===== src/rtl/kpd_pkg.sv =====
// Shared types and helpers for the matrix keypad scanner.
package kpd_pkg;

  typedef enum logic [1:0] {
    SCAN    = 2'd0,
    CONFIRM = 2'd1,
    HELD    = 2'd2
  } kpd_state_t;

  // Active-low one-cold strobe: column idx of n drives bit (n-1-idx) low.
  function automatic logic [31:0] onecold(input int unsigned idx, input int unsigned n);
    return ~(32'd1 << (n - 32'd1 - idx));
  endfunction

  // True when exactly one of the low n bits of pat is zero.
  function automatic logic row_onehot_ok(input logic [31:0] pat, input int unsigned n);
    int unsigned zeros;
    zeros = 0;
    for (int unsigned i = 0; i < 32; i++) begin
      if (i < n && ((pat >> i) & 32'd1) == 32'd0) zeros++;
    end
    return zeros == 1;
  endfunction

endpackage


===== src/rtl/kpd_scanner_if.sv =====
// Key-event valid/ready handshake between the scanner and its consumer.
interface kpd_scanner_if #(
  parameter int unsigned CODE_W = 4
);
  logic [CODE_W-1:0] key_code;
  logic              key_valid;
  logic              key_ready;

  modport master (output key_code, output key_valid, input key_ready);
  modport slave  (input key_code, input key_valid, output key_ready);
endinterface


===== src/rtl/kpd_coldrv.sv =====
// Column index counter with registered one-cold active-low strobe decode.
module kpd_coldrv
  import kpd_pkg::*;
#(
  parameter int unsigned NCOLS = 4,
  parameter int unsigned CW    = 2
) (
  input  logic             clk,
  input  logic             reset_n,
  input  logic             advance,
  input  logic             hold,
  output logic [CW-1:0]    col,
  output logic [NCOLS-1:0] kpc
);

  // Step to the next column (wrapping) and re-decode the strobe in the same edge.
  always_ff @(posedge clk or negedge reset_n) begin
    if (!reset_n) begin
      col <= '0;
      kpc <= NCOLS'(onecold(0, NCOLS));
    end else if (advance && !hold) begin
      if (col == CW'(NCOLS - 1)) begin
        col <= '0;
        kpc <= NCOLS'(onecold(0, NCOLS));
      end else begin
        col <= col + 1'b1;
        kpc <= NCOLS'(onecold(32'(col) + 32'd1, NCOLS));
      end
    end
  end

endmodule


===== src/rtl/kpd_scanner.sv =====
// Matrix keypad scanner: column strobing, row synchronisation, debounce,
// and a valid/ready key-event output with sticky overrun.
module kpd_scanner
  import kpd_pkg::*;
#(
  parameter int unsigned NCOLS    = 4,
  parameter int unsigned NROWS    = 4,
  parameter int unsigned SETTLE   = 4,
  parameter int unsigned DEBOUNCE = 16
) (
  input  logic             clk,
  input  logic             reset_n,
  input  logic [NROWS-1:0] kpr,
  output logic [NCOLS-1:0] kpc,
  kpd_scanner_if.master    key_if,
  output logic             key_down,
  output logic             overrun,
  input  logic             clr_overrun
);

  localparam int unsigned CODE_W  = $clog2(NROWS * NCOLS);
  localparam int unsigned CW      = ($clog2(NCOLS) > 1) ? $clog2(NCOLS) : 1;
  localparam int unsigned RW      = ($clog2(NROWS) > 1) ? $clog2(NROWS) : 1;
  localparam int unsigned CNT_MAX = (SETTLE > DEBOUNCE) ? SETTLE : DEBOUNCE;
  localparam int unsigned CNT_W   = $clog2(CNT_MAX + 1);

  kpd_state_t        state;
  logic [CNT_W-1:0]  cnt;
  logic [RW-1:0]     row;
  logic [RW-1:0]     row_sel;
  logic [NROWS-1:0]  pattern;
  logic [NROWS-1:0]  sync1;
  logic [NROWS-1:0]  kpr_s;
  logic [CW-1:0]     col;
  logic [CODE_W-1:0] code;
  logic              dwell_last;
  logic              single_row;
  logic              release_done;
  logic              advance;
  logic              hold;

  // Two-flop synchroniser for the asynchronous row inputs; idle level is all ones.
  always_ff @(posedge clk or negedge reset_n) begin
    if (!reset_n) begin
      sync1 <= '1;
      kpr_s <= '1;
    end else begin
      sync1 <= kpr;
      kpr_s <= sync1;
    end
  end

  // Row index of the (single) low row; row 0 is the MSB of kpr_s.
  always_comb begin
    row_sel = '0;
    for (int unsigned r = 0; r < NROWS; r++) begin
      if (kpr_s[NROWS-1-r] == 1'b0) row_sel = RW'(r);
    end
  end

  // Column stepping: idle/ghost sample in SCAN, or a confirmed release in HELD.
  always_comb begin
    dwell_last   = (state == SCAN) && (cnt == CNT_W'(SETTLE - 1));
    single_row   = row_onehot_ok(32'(kpr_s), NROWS);
    release_done = (state == HELD) && (kpr_s == '1) && (cnt == CNT_W'(DEBOUNCE - 1));
    advance      = (dwell_last && !single_row) || release_done;
    hold         = (state != SCAN) && !release_done;
    code         = CODE_W'(row) * CODE_W'(NCOLS) + CODE_W'(col);
  end

  kpd_coldrv #(
    .NCOLS (NCOLS),
    .CW    (CW)
  ) u_coldrv (
    .clk     (clk),
    .reset_n (reset_n),
    .advance (advance),
    .hold    (hold),
    .col     (col),
    .kpc     (kpc)
  );

  // Scan/confirm/held FSM with registered event, key_down and overrun outputs.
  // One counter serves as dwell, press-stable and release-stable count since
  // the three uses never overlap in time.
  always_ff @(posedge clk or negedge reset_n) begin
    if (!reset_n) begin
      state            <= SCAN;
      cnt              <= '0;
      row              <= '0;
      pattern          <= '1;
      key_if.key_code  <= '0;
      key_if.key_valid <= 1'b0;
      key_down         <= 1'b0;
      overrun          <= 1'b0;
    end else begin
      if (key_if.key_valid && key_if.key_ready) key_if.key_valid <= 1'b0;
      if (clr_overrun) overrun <= 1'b0;

      unique case (state)
        SCAN: begin
          if (dwell_last) begin
            cnt <= '0;
            if (single_row) begin
              row     <= row_sel;
              pattern <= kpr_s;
              state   <= CONFIRM;
            end
          end else begin
            cnt <= cnt + 1'b1;
          end
        end
        CONFIRM: begin
          if (kpr_s != pattern) begin
            state <= SCAN;
            cnt   <= '0;
          end else if (cnt == CNT_W'(DEBOUNCE - 1)) begin
            state    <= HELD;
            cnt      <= '0;
            key_down <= 1'b1;
            if (!key_if.key_valid || key_if.key_ready) begin
              key_if.key_code  <= code;
              key_if.key_valid <= 1'b1;
            end else begin
              overrun <= 1'b1;
            end
          end else begin
            cnt <= cnt + 1'b1;
          end
        end
        HELD: begin
          if (kpr_s != '1) begin
            cnt <= '0;
          end else if (cnt == CNT_W'(DEBOUNCE - 1)) begin
            state    <= SCAN;
            cnt      <= '0;
            key_down <= 1'b0;
          end else begin
            cnt <= cnt + 1'b1;
          end
        end
        default: begin
          state <= SCAN;
          cnt   <= '0;
        end
      endcase
    end
  end

endmodule

===== src/flat_wrapper.sv =====
// flat-port wrapper written by rule: the top's interface ports become plain ports
module kpd_scanner_flat import kpd_pkg::*;
#(
  parameter int unsigned NCOLS    = 4,
  parameter int unsigned NROWS    = 4,
  parameter int unsigned SETTLE   = 4,
  parameter int unsigned DEBOUNCE = 16
)
  (clk, reset_n, kpr, kpc, key_down, overrun, clr_overrun, key_if_key_code, key_if_key_valid, key_if_key_ready);
  kpd_scanner_if key_if_i ();
  input  logic clk;
  input  logic reset_n;
  input  logic [NROWS-1:0] kpr;
  output logic [NCOLS-1:0] kpc;
  output logic key_down;
  output logic overrun;
  input  logic clr_overrun;
  output wire logic [$bits(key_if_i.key_code)-1:0] key_if_key_code;
  output wire logic [$bits(key_if_i.key_valid)-1:0] key_if_key_valid;
  input wire logic [$bits(key_if_i.key_ready)-1:0] key_if_key_ready;
  assign key_if_key_code = key_if_i.key_code;
  assign key_if_key_valid = key_if_i.key_valid;
  assign key_if_i.key_ready = key_if_key_ready;
  kpd_scanner #(.NCOLS(NCOLS), .NROWS(NROWS), .SETTLE(SETTLE), .DEBOUNCE(DEBOUNCE)) u_core (.clk(clk), .reset_n(reset_n), .kpr(kpr), .kpc(kpc), .key_if(key_if_i), .key_down(key_down), .overrun(overrun), .clr_overrun(clr_overrun));
endmodule

===== config.mk =====
export PLATFORM = sky130hd
export DESIGN_NAME = kpd_scanner_flat
export DESIGN_NICKNAME = d
export VERILOG_FILES = /design/src/rtl/kpd_pkg.sv /design/src/rtl/kpd_scanner_if.sv /design/src/rtl/kpd_coldrv.sv /design/src/rtl/kpd_scanner.sv /design/src/flat_wrapper.sv
export SDC_FILE = /design/constraint.sdc
export NUM_CORES = 1
export LEC_CHECK = 0
export CAP_MARGIN = 15
export CELL_PAD_IN_SITES_DETAIL_PLACEMENT = 1
export CELL_PAD_IN_SITES_GLOBAL_PLACEMENT = 1
export CORE_AREA = 3 3 64 66
export CTS_BUF_LIST = sky130_fd_sc_hd__clkbuf_4
export CTS_CLUSTER_DIAMETER = 200
export DETAILED_ROUTE_END_ITERATION = 8
export DIE_AREA = 0 0 67 69
export PLACE_DENSITY = 0.83
export SLEW_MARGIN = 5
export SYNTH_ARGS = -nofsm -noshare
export SYNTH_HDL_FRONTEND = slang
export SYNTH_SLANG_ARGS = --single-unit

===== constraint.sdc =====
create_clock -name clk -period 5.3 [get_ports clk]
set_clock_uncertainty 0.05 [all_clocks]
set_input_delay 1.325 -clock clk [delete_from_list [all_inputs] [get_ports clk]]
set_output_delay 1.325 -clock clk [all_outputs]
set_load 0.05 [all_outputs]

==> metrics, run 1 <==
outcome=completed; first-pass GRT wire length=6341 um; Crit path max-delay family=buffers and inverters; Critical path buffers and inverters=1; largest family of logic cells by synthesized area=simple AND/OR/NAND/NOR gates; f_max=325.8 MHz; Synth Area in Adders=7.676%; Fillers=414; hold_buf cts=0; Synth cell types=41; Ports=19; setup_tns=0 ns; Syn-to-layout area delta=13.89%; syn nets=176; crit path cell chain=clkdlybuf4s50_1; Overflow after GRT=0; DR vias=1261; synth top area cells=dfrtp_1 27%, dfstp_2 22%, ha_1 7.7%, mux2_4 4.2%, xor2_1 2.9%; die area=4623 um^2; antenna violations before repair=0; CP Class=flop to output port; Post-synth EDFFs=0; Setup WS pre-CTS=2.277 ns; Post-Syn Area per Cell=11.42 um^2; Synth Area in Compound Gates=9.351%; Residual DRC=0; worst path required time=3.92 ns; Tcrit/Tclk final=57.92%; Via density=5.604; WL final=3625 um; post-CTS setup buffers=0; Mapped Cells=157; number of setup violations in the final report=0; Worst-Skew Late Latency=0.34 ns; row count=22; Tightest Pin Transition=0.9567 ns; initial DRC count=79; vias in the first global route=1349; post-DP HPWL=2692 um; fin util=56.20%; startpoint types=flop; FF+latch count, synth=34; Cell Pwr Density=442.0 nW/um^2; Max Transition Viols Final=0; CP max FO=3; Routed WL per cell=16.11 um; post-synth top area share=26.52%; mux share of post-synthesis cell area=7.816%; ys async rst share=100.0%; top_reg_cell synth=dfrtp_1; crit end category=output port; CTS tree=done; cell with the most instances after synthesis=dfrtp_1; sequential share of the synthesized area=48.50%; Leak=0.0009049 uW; post-cts sizing count=0; overall global routing resource usage=18.08%; Design Area, Final=2042 um^2; Placement Cell Area=1988 um^2; Final Hold Fails=0; share of layout cells above drive strength 1=21.47%; TritonCTS buffer count=5; CP max stage delay=0.80 ns; Die H=69 um; Worst Hold Class=flop to flop; Initial Utilization=49.35%; XOR/XNOR Fraction of Synth Area=4.396%; Final WS setup=2.230 ns; fin crit period=3.070 ns; Diodes inserted=0; core outline area=3633 um^2; cell taking the most area after synthesis=dfrtp_1; Synth Area in Simple Gates=17.03%; drt first pass iters=4; Clock Path Buffers=2; largest net degree at the start of global routing=35; H-tree depth=2; area of the mapped netlist=1793 um^2; IO Port Bufs=18; synth cell count leaders=19 x dfrtp_1, 15 x dfstp_2, 11 x ha_1, 11 x inv_1, 10 x nand3_1; Critical Path AT=1.69 ns; fin nets=195; RSZ-0062 raised after global routing=no; Rel. slew slack=35.63%; die width=67 um; peak supply drop=0.1851 mV; Reg clk slew, reported paths=0.12 ns; GPL Wtd Cong=0.8738; critical path's slowest cell=clkdlybuf4s50_1; TritonCTS sink count=34; post-route ant nets=0; CTS Root Cell=clkbuf_4; Max Cap Violations=0; Ys Warns=0
## registers in the layout (all words and copies together) (netlist names)
name	flops
u_core.overrun	1
u_core.state	2
u_core.sync1	4
u_core.u_coldrv.col	2
u_core.key_if.key_valid	1
u_core.row	2
u_core.pattern	4
u_core.key_if.key_code	4
u_core.cnt	5
u_core.kpr_s	4
u_core.key_down	1
u_core.u_coldrv.kpc	4
## cell families after synthesis
| kind of cell | Yosys count |
|---|---|
| and+or+nand+nor | 49 |
| DFF | 34 |
| AOI/OAI and AO/OA | 25 |
| buffers and inverters | 18 |
| muxes | 11 |
| adders and majority gates | 11 |
| xor gates and xnor gates | 9 |
## metrics by stage
stage / instances / hold slack [ns] / power, uW
2_1_floorplan: 157 / 0.2952 / 669.6
3_5_place_dp: 217 / 0.2985 / 766.3
4_1_cts: 225 / 0.3140 / 908.2
3_3_place_gp: 217 / 0.2966 / 742.0
5_1_grt: 225 / 0.3158 / 971.7
6_report: 225 / 0.3114 / 902.5
## power breakdown
group	switching [uW]	leakage, uW	internal [uW]
Combinational	189	0.000476	164
Clock	88.7	0.0000286	49.3
Sequential	64.6	0.000400	347
Total	342	0.000905	560
## cell type report
| cell class | instances | area [um^2] | area share (%) |
|---|---|---|---|
| Sequential cell | 34 | 869.6 | 42.59 |
| Multi-Input combinational cell | 105 | 829.5 | 40.62 |
| Timing Repair Buffer | 19 | 187.7 | 9.191 |
| Tap cell | 48 | 60.06 | 2.941 |
| Inverter | 11 | 41.29 | 2.022 |
| Clock buffer | 5 | 37.54 | 1.838 |
| Clock inverter | 3 | 16.27 | 0.7966 |
## final timing paths
path / start / to / slack [ns] / depth (start not counted)
min in group asynchronous: reset_n / u_core.key_down$_DFFE_PN0P_ / 1.33 / 2
max in group asynchronous: reset_n / u_core.kpr_s[0]$_DFF_PN1_ / 3.53 / 2
hold / removal: u_core.sync1[3]$_DFF_PN1_ / u_core.kpr_s[3]$_DFF_PN1_ / 0.31 / 0
hold reg to reg: u_core.sync1[3]$_DFF_PN1_ / u_core.kpr_s[3]$_DFF_PN1_ / 0.31 / 0
setup / recovery: u_core.u_coldrv.kpc[0]$_DFFE_PN1P_ / kpc[0] / 2.23 / 1
setup reg to reg: u_core.kpr_s[1]$_DFF_PN1_ / u_core.row[0]$_DFFE_PN0P_ / 2.26 / 8
## cell usage in the layout, fill, tap and decap left out, types with 3 or more instances in the layout
master | netlist | routed
mux2_2 | 4 | 4
a2bb2oi_1 | 5 | 5
nand4_1 | 6 | 6
dfstp_2 | 15 | 15
xor2_1 | 6 | 6
o21ai_0 | 7 | 7
a21oi_1 | 3 | 3
nor3_1 | 5 | 5
clkbuf_4 | 0 | 5
clkdlybuf4s50_1 | 0 | 18
nand3_1 | 10 | 10
xnor2_1 | 3 | 3
inv_1 | 11 | 11
nand2_1 | 6 | 6
ha_1 | 11 | 11
o22ai_1 | 3 | 3
mux2_4 | 5 | 5
dfrtp_1 | 19 | 19
nor2_1 | 3 | 3
## metal layers
metal  vias up  global-route usage, %  wire length [um]
li1        603                      -                 -
met1       628                  23.05              1633
met2        28                  29.15              1828
met3         2                  5.049               139
met4         0                  5.856                25
met5         -                      0                 0
Power figures use the tool's default switching activity.
==> run 2, diff against run 1 <==
CORE_AREA = 3 3 66 68   (was 3 3 64 66)
DIE_AREA = 0 0 69 71   (was 0 0 67 69)
PLACE_DENSITY = 0.78   (was 0.83)
clock period = 3.1 ns   (was 5.3 ns; I/O delays follow)
==> run 2 against run 1 <==
Net effect: via count grew 2.5%; sequential power up 70%; register-to-register slack got worse by 2.1 ns; global-route usage decreased by 0.081 points; non-clock buffer count is 2 higher; sequential share of layout area fell by 0.62 points; first-iteration DRC count decreased by 32%; combinational power grew 77%.
==> metrics, run 2 (synthesis results as in run 1) <==
Routed WL per cell=17.17 um (+6.5%); Fin Hold WS=0.3127 ns (+0.001333 ns); Syn-to-layout area delta=15.56%; row count=23 (+4.5%); CP max stage delay=0.60 ns (-0.20 ns); Critical Path AT=3.13 ns (+1.44 ns); share of layout cells above drive strength 1=24.02% (+2.6 points); setup_tns=0 ns (unchanged); hold worst-path end=u_core.kpr_s[3]$_DFF_PN1_; Crit path max-delay family=simple AND/OR/NAND/NOR gates; Via density=5.646 (+0.75%); Tcrit/Tclk final=95.24%; overall global routing resource usage=18.00% (-0.081 points); Worst R2R End=u_core.row[0]$_DFFE_PN0P_; Worst-Skew Late Latency=0.35 ns (about the same); WL final=3931 um (+8.4%); critical path's slowest cell=dfstp_2; Die H=71 um (+2.9%); number of setup violations in the final report=0 (unchanged); drt first pass iters=4 (unchanged); Top reg by flops=u_core.cnt; die width=69 um (+3.0%); H-tree depth=2 (unchanged); Most common cell on crit path=ha_1; Worst Hold Class=flop to flop; Hold Path Origin=u_core.sync1[3]$_DFF_PN1_; Cell Pwr Density=757.8 nW/um^2 (+71%); CTS Root Cell=clkbuf_4; worst path required time=3.28 ns (-0.64 ns); Ports=19 (unchanged); hold_buf cts=0 (unchanged); max FFs per register=5 (unchanged); Diodes inserted=0 (unchanged); f_max=338.7 MHz; crit end category=flop; IO Port Bufs=18 (unchanged); Max Cap Violations=0 (unchanged); most frequent cells in the layout=19 x dfrtp_1, 18 x clkdlybuf4s50_1, 15 x dfstp_2; register-to-register setup slack=0.15 ns (-2.11 ns); initial DRC count=54 (-32%); Hold Path Depth=0 (unchanged); Reg2Reg Depth=8 (unchanged); core outline area=3914 um^2 (+7.7%); R2R Path Start=u_core.kpr_s[0]$_DFF_PN1_; startpoint types=flop; outcome=completed; Overflow after GRT=0 (unchanged); die area=4899 um^2 (+6.0%); antenna violations before repair=0 (unchanged); TritonCTS buffer count=5 (unchanged); Tightest Pin Transition=0.5487 ns (-0.4080 ns); Reg clk slew, reported paths=0.10 ns (-0.02 ns); CP Class=flop to flop; vias in the first global route=1467 (+8.7%); TritonCTS sink count=34 (unchanged); peak supply drop=0.3102 mV (+68%); crit path cell chain=inv_1 -> ha_1 -> xnor2_1 -> ha_1 -> nor4b_2 -> or4_4 -> and3_4 -> mux2_4; Rel. slew slack=63.28% (+28 points); fin nets=197 (+1.0%); fin crit period=2.952 ns; RSZ-0062 raised after global routing=no; CP max FO=7 (+4); Final Hold Fails=0 (unchanged); Residual DRC=0 (unchanged); Leak=0.0009199 uW (+1.7%); Max Transition Viols Final=0 (unchanged); CTS tree=done; GPL Wtd Cong=0.8291 (-5.1%); most common cell after layout, fill and taps aside=dfrtp_1; post-route ant nets=0 (unchanged); Initial Utilization=45.81% (-3.5 points); largest net degree at the start of global routing=35 (unchanged); post-DP HPWL=2886 um (+7.2%); first-pass GRT wire length=7093 um (+12%); DR vias=1293 (+2.5%); Clock Path Buffers=2 (unchanged); Critical path buffers and inverters=1 (unchanged)
run 2: repair_timing:
item | CTS | global route
setup endpoints to repair | 5 | 4
buffers inserted | 0 | 0
resized for setup | 1 | 2
pin swaps | 0 | 0
run 2: how the worst max path moves through the flow:
stage	slack [ns]	cells after the start	end	start
global route	0.05	8	u_core.row[0]$_DFFE_PN0P_	u_core.kpr_s[0]$_DFF_PN1_
finish	0.15	8	u_core.row[0]$_DFFE_PN0P_	u_core.kpr_s[0]$_DFF_PN1_
global placement	0.18	8	u_core.row[0]$_DFFE_PN0P_	u_core.kpr_s[0]$_DFF_PN1_
floorplan	0.25	10	u_core.row[0]$_DFFE_PN0P_	u_core.kpr_s[0]$_DFF_PN1_
CTS	0.06	8	u_core.row[0]$_DFFE_PN0P_	u_core.kpr_s[0]$_DFF_PN1_
detailed placement	-0.05	8	u_core.row[0]$_DFFE_PN0P_	u_core.kpr_s[0]$_DFF_PN1_
run 2: per-stage QoR:
| stage | std cells | area, um^2 | total power [uW] | util [%] | worst slack [ns] |
|---|---|---|---|---|---|
| after floorplan | 157 | 1793 | 1145 | - | 0.2500 |
| after global placement | 221 | 2006 | 1269 | 51.25 | 0.1803 |
| after detailed placement | 221 | 2006 | 1330 | 51.25 | -0.04792 |
| after CTS | 229 | 2062 | 1587 | 52.69 | 0.06115 |
| after global routing | 229 | 2072 | 1694 | 52.94 | 0.05394 |
| final | 229 | 2072 | 1570 | 52.94 | 0.1476 |
run 2: worst reg2reg max path, delay by kind of cell (launching register included):
kind          cells  cell delay, ns
xor+xnor          1            0.18
mux               1            0.31
fa+ha+maj         2            0.73
simple gates      3            0.93
buf+inv           1            0.06
flops             1            0.60
run 2: cell type report:
| type | instances | area, um^2 |
|---|---|---|
| clock buffer | 6 | 45.04 |
| clock inverter | 2 | 10.01 |
| fill | 445 | 1842 |
| inverter | 11 | 41.29 |
| multi-input combinational | 105 | 840.8 |
| sequential | 34 | 869.6 |
| tap | 50 | 62.56 |
| timing repair buffer | 21 | 202.7 |
run 2: report_power, final:
part / internal, uW / switching, uW
clock: 95.1 / 152
sequential: 593 / 106
combinational: 287 / 337
run 2: routing by layer:
metal	up-vias	wire, um	GRT usage [%]
met5	-	0	0
met4	0	61	5.206
met3	7	160	4.972
met2	27	2006	31.36
met1	652	1702	21.83
li1	607	-	-
==> run 3, diff against run 2 <==
ABC_CLOCK_PERIOD_IN_PS = 3100   (was default)
CORE_AREA = 3 3 71 73   (was 3 3 66 68)
DIE_AREA = 0 0 74 76   (was 0 0 69 71)
PLACE_DENSITY = 0.69   (was 0.78)
TNS_END_PERCENT = 20   (was default)
==> run 3 against run 2 <==
Net effect: design area shrank 0.42%; die area grew 15%; sequential cell count is the same; hold slack is essentially flat; cell count grew 0.87%; critical path depth is the same; routed wire length shrank 3.3%; maximum frequency shrank 0.31%; via count shrank 0.85%; sequential power is essentially flat; critical path type unchanged; critical endpoint unchanged; largest cell class unchanged.
==> metrics, run 3 (synthesis results as in run 1) <==
crit path cell chain=inv_1 -> ha_1 -> xnor2_1 -> ha_1 -> nor4b_2 -> or4_4 -> and3_2 -> mux2_4; most frequent cells in the layout=19 x dfrtp_1, 18 x clkdlybuf4s50_1, 15 x dfstp_2; fin util=46.74% (-6.2 points); IO Port Bufs=18 (unchanged); startpoint types=flop; NetSw=573.1 uW (-3.7%); Tcrit/Tclk final=95.53% (+0.29 points); Fin Hold WS=0.3124 ns (-0.0002940 ns); sequential share of power=45.1% (+0.6 points); Final Hold Fails=0 (unchanged); DR vias=1282 (-0.85%); Cell Pwr Density=747.9 nW/um^2 (-1.3%); clock power share=15.8% (about the same); GRT busiest layer=met2; first-pass GRT wire length=6430 um (-9.3%); Diodes inserted=0 (unchanged); Tightest Pin Transition=0.5656 ns (+0.01692 ns); Critical path buffers and inverters=1 (unchanged); vias in the first global route=1295 (-12%); Reg clk slew, reported paths=0.10 ns (about the same); Leak=0.0009177 uW (-0.25%); met1 GRT Util=19.35% (-2.5 points); fin nets=197 (unchanged); Worst-Skew Late Latency=0.34 ns (about the same); GPL Wtd Cong=0.8382 (+1.1%); Initial Utilization=40.62% (-5.2 points); peak supply drop=0.3069 mV (-1.1%); GR Util met3=3.958% (-1.0 points); Die H=76 um (+7.0%); Clock Path Buffers=2 (unchanged); overall global routing resource usage=14.96% (-3.0 points); Routed WL per cell=16.45 um (-4.1%); TritonCTS buffer count=5 (unchanged); max FFs per register=5 (unchanged); Crit path max-delay family=simple AND/OR/NAND/NOR gates; Residual DRC=0 (unchanged); number of setup violations in the final report=0 (unchanged); Combinational Power Share=39.0% (-0.8 points); post-DP HPWL=2730 um (-5.4%); CP max FO=7 (unchanged); CP startpoint=u_core.kpr_s[0]$_DFF_PN1_; Internal Pwr Total=970.0 uW (-0.52%); row count=24 (+4.3%); area occupied by multi-input gates=830.8 um^2 (-1.2%); TritonCTS sink count=34 (unchanged); Max Cap Violations=0 (unchanged); antenna violations before repair=0 (unchanged); Max Transition Viols Final=0 (unchanged); setup_tns=0 ns (unchanged); Top reg by flops=u_core.cnt; WL final=3801 um (-3.3%); R2R Path Start=u_core.kpr_s[0]$_DFF_PN1_; CTS Root Cell=clkbuf_4; Rel. slew slack=62.15% (-1.1 points); Final WS setup=0.1385 ns (-0.009064 ns); hold_buf cts=0 (unchanged); CTS tree=done; fin crit period=2.961 ns (+0.009064 ns); CP Class=flop to flop; core outline area=4414 um^2 (+13%); crit end category=flop; drt first pass iters=4 (unchanged); Overflow after GRT=0 (unchanged); Most common cell on crit path=ha_1; die width=74 um (+7.2%); Critical Path AT=3.13 ns (about the same); initial DRC count=76 (+41%); largest net degree at the start of global routing=35 (unchanged); CP max stage delay=0.60 ns (about the same); outcome=completed; worst path required time=3.27 ns (about the same); die area=5624 um^2 (+15%); post-route ant nets=0 (unchanged); Ports=19 (unchanged); f_max=337.7 MHz (-0.31%); Hold Path Origin=u_core.sync1[3]$_DFF_PN1_; most common cell after layout, fill and taps aside=dfrtp_1; Worst Hold Class=flop to flop; share of layout cells above drive strength 1=22.91% (-1.1 points); critical path's slowest cell=dfstp_2; Via density=5.550 (-1.7%); Sw Ratio=37.14% (-0.77 points); Setup WS pre-CTS=0.03145 ns (+0.07937 ns); met2 GRT Util=23.14% (-8.2 points); dpl cells=223 (+0.90%); Syn-to-layout area delta=15.07%; Seq. cell area=869.6 um^2 (unchanged); H-tree depth=2 (unchanged); Fillers=481 (+8.1%); RSZ-0062 raised after global routing=no; Layout Cells excl Fill=231 (+0.87%)
==> run 3: cell types whose count changed in the layout (fill, tap and decap cells not counted) <==
cell,delta
nor4b_2,-1
and3_2,+1
clkinv_1,+1
nor4b_1,+1
and3_4,-1
clkinv_2,-1
==> run 3: final timing paths <==
check,endpoint,slack (ns),cells after the start
min in group asynchronous,u_core.key_if.key_code[1]$_DFFE_PN0P_,0.78,2
min,u_core.kpr_s[3]$_DFF_PN1_,0.31,0
min reg2reg,u_core.kpr_s[3]$_DFF_PN1_,0.31,0
max reg2reg,u_core.row[0]$_DFFE_PN0P_,0.14,8
max in group asynchronous,u_core.pattern[1]$_DFFE_PN1P_,1.86,2
max,u_core.row[0]$_DFFE_PN0P_,0.14,8
==> run 3: layer usage <==
metal	part of all wire, %	vias up
met5	0	-
met4	1.8	0
met3	3.7	4
met2	49	27
li1	-	609
met1	46	642
==> run 3: through the flow <==
stage / instance area, um^2 / power, uW
3_3_place_gp: 2008 / 1275
4_1_cts: 2063 / 1566
6_report: 2063 / 1543
5_1_grt: 2063 / 1667
3_5_place_dp: 2008 / 1313
2_1_floorplan: 1793 / 1145
==> run 3: area by class of cell <==
| class | instances | area share, % |
|---|---|---|
| flip-flops and latches | 34 | 42.15 |
| multi-input cells | 105 | 40.27 |
| clock buffers | 6 | 2.183 |
| clock inverters | 2 | 0.4245 |
| inverters | 11 | 2.001 |
| repair buffers | 21 | 9.824 |
| well taps | 52 | 3.153 |
==> run 3: power by group through the flow <==
| stage | Combinational, uW | Clock [uW] | Sequential, uW |
|---|---|---|---|
| global route | 673 | 282 | 713 |
| detailed placement | 608 | 0 | 706 |
| finish | 602 | 244 | 696 |
| global placement | 580 | 0 | 695 |
| CTS | 611 | 258 | 697 |
| floorplan | 395 | 0 | 750 |
==> run 3: timing repair <==
action / 4_1_cts / 5_1_grt
setup endpoints to repair: 1 / 0
resized for setup: 1 / 0
buffers inserted: 0 / 0
